**src/rtl/pp3_mult_share_arbiter.sv**
```systemverilog
// pp3_mult_share_arbiter
// Round-robin front end that lets NUM_REQ fabric clients share one 32x32 hard
// multiplier for OP_W x OP_W products. One operation is in flight at a time:
// grant in IDLE, wait MULT_LAT cycles in MUL, hold the product in RESP until
// the granted client takes it.
module pp3_mult_share_arbiter #(
  parameter int NUM_REQ  = 4,
  parameter int OP_W     = 16,
  parameter int MULT_LAT = 1
) (
  input  logic                    clk,
  input  logic                    rst_n,
  input  logic [NUM_REQ-1:0]      req_valid,
  output logic [NUM_REQ-1:0]      req_ready,
  input  logic [NUM_REQ-1:0]      req_signed,
  input  logic [NUM_REQ*OP_W-1:0] req_a,
  input  logic [NUM_REQ*OP_W-1:0] req_b,
  output logic [NUM_REQ-1:0]      rsp_valid,
  input  logic [NUM_REQ-1:0]      rsp_ready,
  output logic [31:0]             rsp_data,
  output logic [31:0]             mult_a,
  output logic [31:0]             mult_b,
  output logic [1:0]              mult_vld,
  input  logic [63:0]             mult_c
);

  localparam int IDX_W  = (NUM_REQ > 1) ? $clog2(NUM_REQ) : 1;
  localparam int IDXP_W = IDX_W + 1;
  localparam int CNT_W  = (MULT_LAT > 1) ? $clog2(MULT_LAT + 1) : 1;

  localparam logic [IDXP_W-1:0] NUM_REQ_C = IDXP_W'(NUM_REQ);
  localparam logic [IDX_W-1:0]  LAST_IDX  = IDX_W'(NUM_REQ - 1);
  localparam logic [CNT_W-1:0]  LAT_C     = CNT_W'(MULT_LAT);
  localparam logic [NUM_REQ-1:0] ONE_HOT0 = {{(NUM_REQ-1){1'b0}}, 1'b1};

  localparam logic [1:0] ST_IDLE = 2'b00;
  localparam logic [1:0] ST_MUL  = 2'b01;
  localparam logic [1:0] ST_RESP = 2'b10;

  // Widen an operand to the multiplier's 32-bit port: sign-replicate or zero-fill.
  function automatic logic [31:0] extend_op(input logic [OP_W-1:0] v, input logic is_signed);
    logic [31:0] r;
    if (is_signed) begin
      r = {{(32-OP_W){v[OP_W-1]}}, v};
    end else begin
      r = {{(32-OP_W){1'b0}}, v};
    end
    return r;
  endfunction

  logic [1:0]         state_r;
  logic [IDX_W-1:0]   rr_ptr_r;
  logic [IDX_W-1:0]   gnt_idx_r;
  logic [CNT_W-1:0]   cnt_r;
  logic [31:0]        mult_a_r;
  logic [31:0]        mult_b_r;
  logic [1:0]         mult_vld_r;
  logic [NUM_REQ-1:0] rsp_valid_r;
  logic [31:0]        rsp_data_r;

  logic [IDXP_W-1:0]  cand_s;
  logic               hit_s;
  logic               win_found_s;
  logic [IDX_W-1:0]   win_idx_s;
  logic [NUM_REQ-1:0] req_ready_s;

  // Upper half of the 64-bit product is never needed for OP_W-sized operands.
  logic unused_mult_hi_s;
  assign unused_mult_hi_s = ^mult_c[63:32];

  // Round-robin search: first valid requester starting at rr_ptr_r, wrapping.
  always_comb begin
    cand_s      = '0;
    hit_s       = 1'b0;
    win_found_s = 1'b0;
    win_idx_s   = '0;
    for (int k = 0; k < NUM_REQ; k++) begin
      cand_s = {1'b0, rr_ptr_r} + IDXP_W'(k);
      cand_s = (cand_s >= NUM_REQ_C) ? (cand_s - NUM_REQ_C) : cand_s;
      hit_s       = req_valid[cand_s[IDX_W-1:0]] & ~win_found_s;
      win_idx_s   = hit_s ? cand_s[IDX_W-1:0] : win_idx_s;
      win_found_s = win_found_s | hit_s;
    end
  end

  // Grant is combinational in IDLE and forced low while reset is asserted.
  always_comb begin
    req_ready_s = '0;
    if ((state_r == ST_IDLE) && win_found_s && rst_n) begin
      req_ready_s[win_idx_s] = 1'b1;
    end else begin
      req_ready_s = '0;
    end
  end

  assign req_ready = req_ready_s;
  assign rsp_valid = rsp_valid_r;
  assign rsp_data  = rsp_data_r;
  assign mult_a    = mult_a_r;
  assign mult_b    = mult_b_r;
  assign mult_vld  = mult_vld_r;

  // Sequencer: accept a winner, count multiplier latency, hold result until consumed.
  always_ff @(posedge clk or negedge rst_n) begin
    if (!rst_n) begin
      state_r     <= ST_IDLE;
      rr_ptr_r    <= '0;
      gnt_idx_r   <= '0;
      cnt_r       <= '0;
      mult_a_r    <= 32'h0000_0000;
      mult_b_r    <= 32'h0000_0000;
      mult_vld_r  <= 2'b00;
      rsp_valid_r <= '0;
      rsp_data_r  <= 32'h0000_0000;
    end else begin
      case (state_r)
        ST_IDLE: begin
          if (win_found_s) begin
            mult_a_r   <= extend_op(req_a[win_idx_s*OP_W +: OP_W], req_signed[win_idx_s]);
            mult_b_r   <= extend_op(req_b[win_idx_s*OP_W +: OP_W], req_signed[win_idx_s]);
            gnt_idx_r  <= win_idx_s;
            cnt_r      <= LAT_C;
            mult_vld_r <= 2'b01;
            state_r    <= ST_MUL;
          end else begin
            mult_vld_r <= 2'b00;
          end
        end
        ST_MUL: begin
          if (cnt_r == CNT_W'(1)) begin
            rsp_data_r  <= mult_c[31:0];
            rsp_valid_r <= ONE_HOT0 << gnt_idx_r;
            mult_vld_r  <= 2'b00;
            state_r     <= ST_RESP;
          end else begin
            cnt_r <= cnt_r - CNT_W'(1);
          end
        end
        ST_RESP: begin
          if (rsp_ready[gnt_idx_r]) begin
            rsp_valid_r <= '0;
            rr_ptr_r    <= (gnt_idx_r == LAST_IDX) ? '0 : (gnt_idx_r + IDX_W'(1));
            state_r     <= ST_IDLE;
          end else begin
            rsp_valid_r <= rsp_valid_r;
          end
        end
        default: begin
          state_r     <= ST_IDLE;
          mult_vld_r  <= 2'b00;
          rsp_valid_r <= '0;
        end
      endcase
    end
  end

endmodule
```
**config.mk**
```make
export PLATFORM = sky130hd
export DESIGN_NAME = pp3_mult_share_arbiter
export DESIGN_NICKNAME = d
export VERILOG_FILES = /design/src/rtl/pp3_mult_share_arbiter.sv
export SDC_FILE = /design/constraint.sdc
export NUM_CORES = 1
export LEC_CHECK = 0
export BUFFER_PORTS_ARGS = -buffer_cell sky130_fd_sc_hd__buf_4
export CAP_MARGIN = 30
export CORE_AREA = 3 3 120 122
export CTS_CLUSTER_DIAMETER = 200
export DETAILED_ROUTE_END_ITERATION = 8
export DIE_AREA = 0 0 123 125
export GPL_ROUTABILITY_DRIVEN = 0
export PLACE_DENSITY = 0.65
export SYNTH_ARGS = -nofsm -noshare
export SYNTH_HDL_FRONTEND = slang
export SYNTH_SLANG_ARGS = --single-unit
```
**constraint.sdc**
```tcl
create_clock -name clk -period 2.1 [get_ports clk]
set_input_delay 0.21 -clock clk [delete_from_list [all_inputs] [get_ports clk]]
set_output_delay 0.21 -clock clk [all_outputs]
set_load 0.02 [all_outputs]
```
* Yosys cells after proc, flatten, opt, wreduce, memory -nomap -nowiden
Index checks and enable logic that the tools add are counted.
** Storage, ports and cells
- Register bits :: 109
- Bits of input ports :: 206
- Output and inout port bits :: 106
- Word-level logic and storage cells :: 100
** Operators by class
- Add/sub/neg operators :: 9
- $lt $le $gt $ge :: 11
- Eq/ne operators :: 6
- Shifts and indexed selects :: 3
- Mux-type cells :: 39
- Bitwise gates (word level) :: 11
- Reductions and logical operators :: 12
** Operators by type and width (count)
- indexed part select 64 x 7 -> 16 bit :: 2
- 2-to-1 mux 32 bit :: 2
- 2-to-1 mux 2 bit :: 13
- < comparator 2 x 3 -> 1 bit (second input constant) :: 6
- binary-select mux 1 bit (select 2 bit) :: 6
- 2-to-1 mux 4 bit :: 3
- case mux 2 bit (3 select lines) :: 2
- case mux 4 bit (3 select lines) :: 1
- 2-to-1 mux 1 bit :: 10
- AND reduction 2 bit :: 5
- >= comparator 3 bit (second input constant) :: 3
- subtractor 2 x 1 -> 2 bit (second input constant) :: 4
- adder 2 x 2 -> 3 bit (second input constant) :: 2
- != test 2 bit (second input constant) :: 3
- AND reduction 3 bit :: 2
- NOT 1 bit :: 5
- equality test 2 bit (second input constant) :: 2
- left shift 1 x 2 -> 4 bit (first input constant) :: 1
- adder 2 x 1 -> 3 bit (second input constant) :: 1
- AND 1 bit :: 3
- >= comparator 2 x 3 -> 1 bit (second input constant) :: 1
- logical AND 1 bit :: 3
- OR 1 bit :: 3
- adder 2 x 1 -> 2 bit (second input constant) :: 1
- 7 further kinds :: 7

* Logic depth before layout (Yosys ltp)
- Depth in word-level cells :: 18
- Depth in mapped cells :: 9
- Depth with buffers taken out :: 6

* Least setup slack after synthesis
No wires, ideal clock.
- Path kind :: reg2reg
- Start :: register rr_ptr_r[0]
- End :: register mult_a_r[2] (netlist: mult_a[2])
- Setup time :: 132 ps
- Arrival :: 1739 ps
- Required time :: 1968 ps
- Setup slack :: 229 ps
- Stages on the path, launching flop included :: 9
- Buffers on the path :: 2
- Clock period less this slack :: 1871 ps
- Path through :: dfrtp_1 > inv_2 > a21oi_1 > o2bb2a_4 > buf_12 > buf_12 > mux2_4 > a222oi_1 > o21ai_1
** On the way
- Longest elaborated chain between the ends :: 15
- Elaborated cells between the ends (all ways) :: 39
- Classes of those cells :: add/sub: 7; order compare: 4; shift: 1; mux: 17; bitwise: 9; reduce/logical: 1
** Ends and longest elaborated chain
- start, declared :: RTL line 52 : logic [IDX_W-1:0] rr_ptr_r;
- start signal, assigned :: RTL line 142 : rr_ptr_r <= (gnt_idx_r == LAST_IDX) ? '0 : (gnt_idx_r + IDX_W'(1));
- adder 2 x 1 -> 3 bit, or another cell as far along :: RTL line 78 : cand_s = {1'b0, rr_ptr_r} + IDXP_W'(k);
- >= comparator 3 bit, or another cell as far along :: RTL line 79 : cand_s = (cand_s >= NUM_REQ_C) ? (cand_s - NUM_REQ_C) : cand_s;
- 2-to-1 mux 2 bit / binary-select mux 1 bit (select 2 bit) (equally long branches) :: RTL line 79, 80
- binary-select mux 1 bit (select 2 bit) / 2-to-1 mux 1 bit (equally long branches) :: RTL line 80 : hit_s = req_valid[cand_s[IDX_W-1:0]] & ~win_found_s;
- 2-to-1 mux 1 bit (implied by the code) / NOT 1 bit (equally long branches) :: RTL line 80
- AND 1 bit :: RTL line 80
- OR 1 bit :: RTL line 82 : win_found_s = win_found_s | hit_s;
- NOT 1 bit :: RTL line 80
- AND 1 bit :: RTL line 80
- OR 1 bit :: RTL line 82
- NOT 1 bit :: RTL line 80
- AND 1 bit :: RTL line 80
- 2-to-1 mux 2 bit :: RTL line 81 : win_idx_s = hit_s ? cand_s[IDX_W-1:0] : win_idx_s;
- indexed part select 64 x 7 -> 16 bit :: RTL line 119 : mult_a_r <= extend_op(req_a[win_idx_s*OP_W +: OP_W], req_signed[win_idx_s]);
- 2-to-1 mux 32 bit :: RTL line 43 : if (is_signed) begin
- end signal, assigned :: RTL line 119
- end, declared :: RTL line 55 : logic [31:0] mult_a_r;
Parallel ways exist; a longest one is shown, timed or not. The select of a mux whose other input is x is not followed.
A chain may end at the register's enable or synchronous reset.

* Worst setup path after layout
- Start :: register rr_ptr_r[1]
- End :: output port req_ready[0]
** On the way
- Longest elaborated chain between the ends :: 18
- Elaborated cells between the ends (all ways) :: 44
- Classes of those cells :: add/sub: 7; order compare: 6; mux: 19; bitwise: 9; reduce/logical: 3
** Ends and longest elaborated chain
- adder 2 x 1 -> 3 bit, or another cell as far along :: RTL line 78
- >= comparator 3 bit, or another cell as far along :: RTL line 79
- 2-to-1 mux 2 bit / binary-select mux 1 bit (select 2 bit) (equally long branches) :: RTL line 79, 80
- binary-select mux 1 bit (select 2 bit) / 2-to-1 mux 1 bit (equally long branches) :: RTL line 80
- 2-to-1 mux 1 bit (implied by the code) / NOT 1 bit (equally long branches) :: RTL line 80
- AND 1 bit :: RTL line 80
- OR 1 bit :: RTL line 82
- NOT 1 bit :: RTL line 80
- [... 2 more ...]
- NOT 1 bit :: RTL line 80
- AND 1 bit :: RTL line 80
- 2-to-1 mux 2 bit :: RTL line 81
- < comparator 2 x 3 -> 1 bit (implied by the code) / >= comparator 2 x 1 -> 1 bit (equally long branches) :: RTL line 90 : req_ready_s[win_idx_s] = 1'b1;
- logical AND 1 bit (implied by the code) :: RTL line 90
- 2-to-1 mux 1 bit (implied by the code) :: RTL line 90
- demux 1 bit (select 2 bit) :: RTL line 90
- 2-to-1 mux 4 bit * :: RTL line 89 : if ((state_r == ST_IDLE) && win_found_s && rst_n) begin
- end, declared :: RTL line 14 : output logic [NUM_REQ-1:0] req_ready,
Mark *: on every way between the ends. The rest lies on a longest branch, timed or not. The select of a mux whose other input is x is not followed.

==> impl_metrics.toml <==
[outcome]
status = "completed"

[job]
maxCapViolations = 0

[detailed_routing]
vias = 4229
drtAntennaViolNets = 0
dr.pass1.iters = 7
dr.first_iter.drc_count = 345
wl_um = 14500
vias_per_cell = 4.861
wl_per_cell_um = 16.67
drc = 0

[clock_tree]
cts_root_buf = "clkbuf_16"
cts_buffer_depth = 2
htreeDepth = 3
clk_pin_slew_ps = 60
cts_buffers = 9
cts.sinks = 78
insertion_delay_ps = 320
cts_tree = "yes"

[pwr]
total_power_mw = 10.06
p_per_area_mw_per_mm2 = 1486
p_leak_nw = 3.517
vdd_ir_drop_max_uv = 547.7

[synthesis]
syn_inst = 448
synth-adder-area-share_pct = 1.152
syn-cell-area_mm2 = 0.004345
yosys_register_bits = 78
synth_fp_nets = 658
synth_xor_area_share_pct = 0
ys.flop_type = "dfrtp_1"
synth-async-reset-ratio_pct = 100.0
yosys.area_share.simple_pct = 14.86
yosysWarnings = 0
avgSynthCellArea_um2 = 9.700
synth_mux_area_share_pct = 12.70
ys_seq_area_share_pct = 44.92
synth_edf_count = 0
yosysUniqueCellTypes = 37
synth_top_family_by_area = "compound AO/OA/AOI/OAI gates"
synth-compound-area-share_pct = 15.63

[sta]
period_minus_slack_ps = 1988
fmax_mhz = 503.0
rsz0062_at_grt = "yes"
slew_viol_final = 0
min_period_over_period_pct = 94.66
setup_viol = 0
hold_violations = 0
worstMarginPinSlew_ps = 595.3
fin_skew_ps = 4.514
fin_hold_ws_ps = 72.82
slew_headroom_pct = 60.32

[layout]
instances_no_fill = 870
syn_to_final_growth_pct = 55.89
drive_gt1_share_pct = 51.73
final_common_cell = "buf_4"
final_net_count = 900
design_area_mm2 = 0.006774
antenna_cells = 0
final_util_pct = 50.95
layout_common_cells = "buf_4 (286), nand2_1 (138), dfrtp_1 (78)"

[global_route]
grt_use_total_pct = 18.03
grt_pass1_vias = 4291
grt_max_degree = 79
grt_pass1_wl_um = 21940
grt_antenna_before_repair = 0
grt_overflow = 0

[die]
fp.dieH_um = 125
die-area_mm2 = 0.01538
io-pin-count = 312
core_mm2 = 0.01330
die_width_um = 123
start_util_pct = 32.68
core.rowCount = 42

[critical_path]
crit_path_end_kind = "output pin"
cp-start-kind = "register"
crit_path_max_fanout = 10
crit_arrival_ps = 1780
critPathKind = "register to output pin"
cp.required_ps = 1890

[placement]
hpwl_um = 11260
placed_cell_area_mm2 = 0.006397
io_buffers = 278
dpl.cell_count = 850

[worst_hold_path]
hp-class = "primary input to register"
## layout make-up
cell class,instances,area [um^2]
well taps,176,220.2
flip-flops and latches,78,1952
clock inverters,6,87.58
fillers,1244,6521
multi-input cells,300,1958
repair buffers,295,2308
clock buffers,9,225.2
inverters,6,22.52
## cells in the mapped netlist (2+ instances only)
library cell | count | area [um^2]
buf_2 | 6 | 30.03
o31ai_1 | 5 | 37.54
a21oi_1 | 9 | 45.04
nor2b_1 | 2 | 12.51
o21ai_1 | 23 | 115.1
buf_12 | 4 | 80.08
mux2i_1 | 6 | 60.06
and3_1 | 4 | 25.02
a22o_1 | 4 | 35.03
mux2_2 | 11 | 123.9
inv_1 | 5 | 18.77
and2_1 | 3 | 18.77
o211ai_1 | 2 | 15.01
buf_4 | 32 | 240.2
a222oi_1 | 30 | 300.3
dfrtp_1 | 78 | 1952
nor2_1 | 6 | 22.52
o21ai_0 | 15 | 75.07
clkbuf_1 | 21 | 78.83
mux2_4 | 23 | 345.3
nand2_1 | 138 | 518.0
or2_2 | 3 | 18.77
ha_1 | 4 | 50.05
## registers in the layout, summed over array words and instances (netlist names)
name / cells
cnt_r: 1
mult_vld: 1
rsp_data: 32
state_r: 2
gnt_idx_r: 2
rr_ptr_r: 2
rsp_valid: 4
mult_b: 17
mult_a: 17
## report_power, final
part	internal, mW	leakage (nW)	switching (mW)	total (mW)
Combinational	2.53	2.40	3.18	5.71
Sequential	2.23	0.966	0.493	2.73
Clock	1.03	0.155	0.591	1.62
## critical path: stages, from the launching register on
cell,delay (ps)
dfrtp_1,380
buf_4,170
nor2b_1,150
o211ai_1,250
o31ai_4,140
and3_1,210
buf_4,160
## cells by family after synthesis
kind of cell | after synthesis
DFF | 78
adders and majority gates | 4
AOI/OAI and AO/OA | 93
buffers and inverters | 70
muxes | 41
and+or+nand+nor | 161
other | 1
## per-stage QoR
stage	setup WS (ps)	setup TNS (ps)
after floorplan	228.8	0
after global placement	113.1	0
after detailed placement	73.45	0
after CTS	18.54	0
after global routing	-21.29	-21.29
final	112.1	0
## final timing paths
path	slack, ps	from	depth (start not counted)	to
max	110	rr_ptr_r[1]	6	req_ready[0]
min	70	mult_c[13]	3	rsp_data[13]
max reg2reg	110	rr_ptr_r[1]	7	mult_a[3]
min reg2reg	480	rsp_data[9]	2	rsp_data[9]
max in group asynchronous	1230	rst_n	3	mult_b[15]
min in group asynchronous	530	rst_n	3	cnt_r
## layer usage
metal,vias up,share of wire (%),global-route usage [%]
met4,0,1.4,5.668
li1,2027,-,-
met5,-,0,0
met3,13,10,4.743
met2,204,51,32.61
met1,1985,38,20.48
## what timing repair did
item | in CTS | in global routing
pin swaps | 0 | 6
resized for setup | 2 | 7
setup buffers | 1 | 3
endpoints found under the hold margin | 78 | 0
setup endpoints to repair | 2 | 30
hold buffers | 1 | 0
No activity file was read; power rests on OpenSTA's default activity.
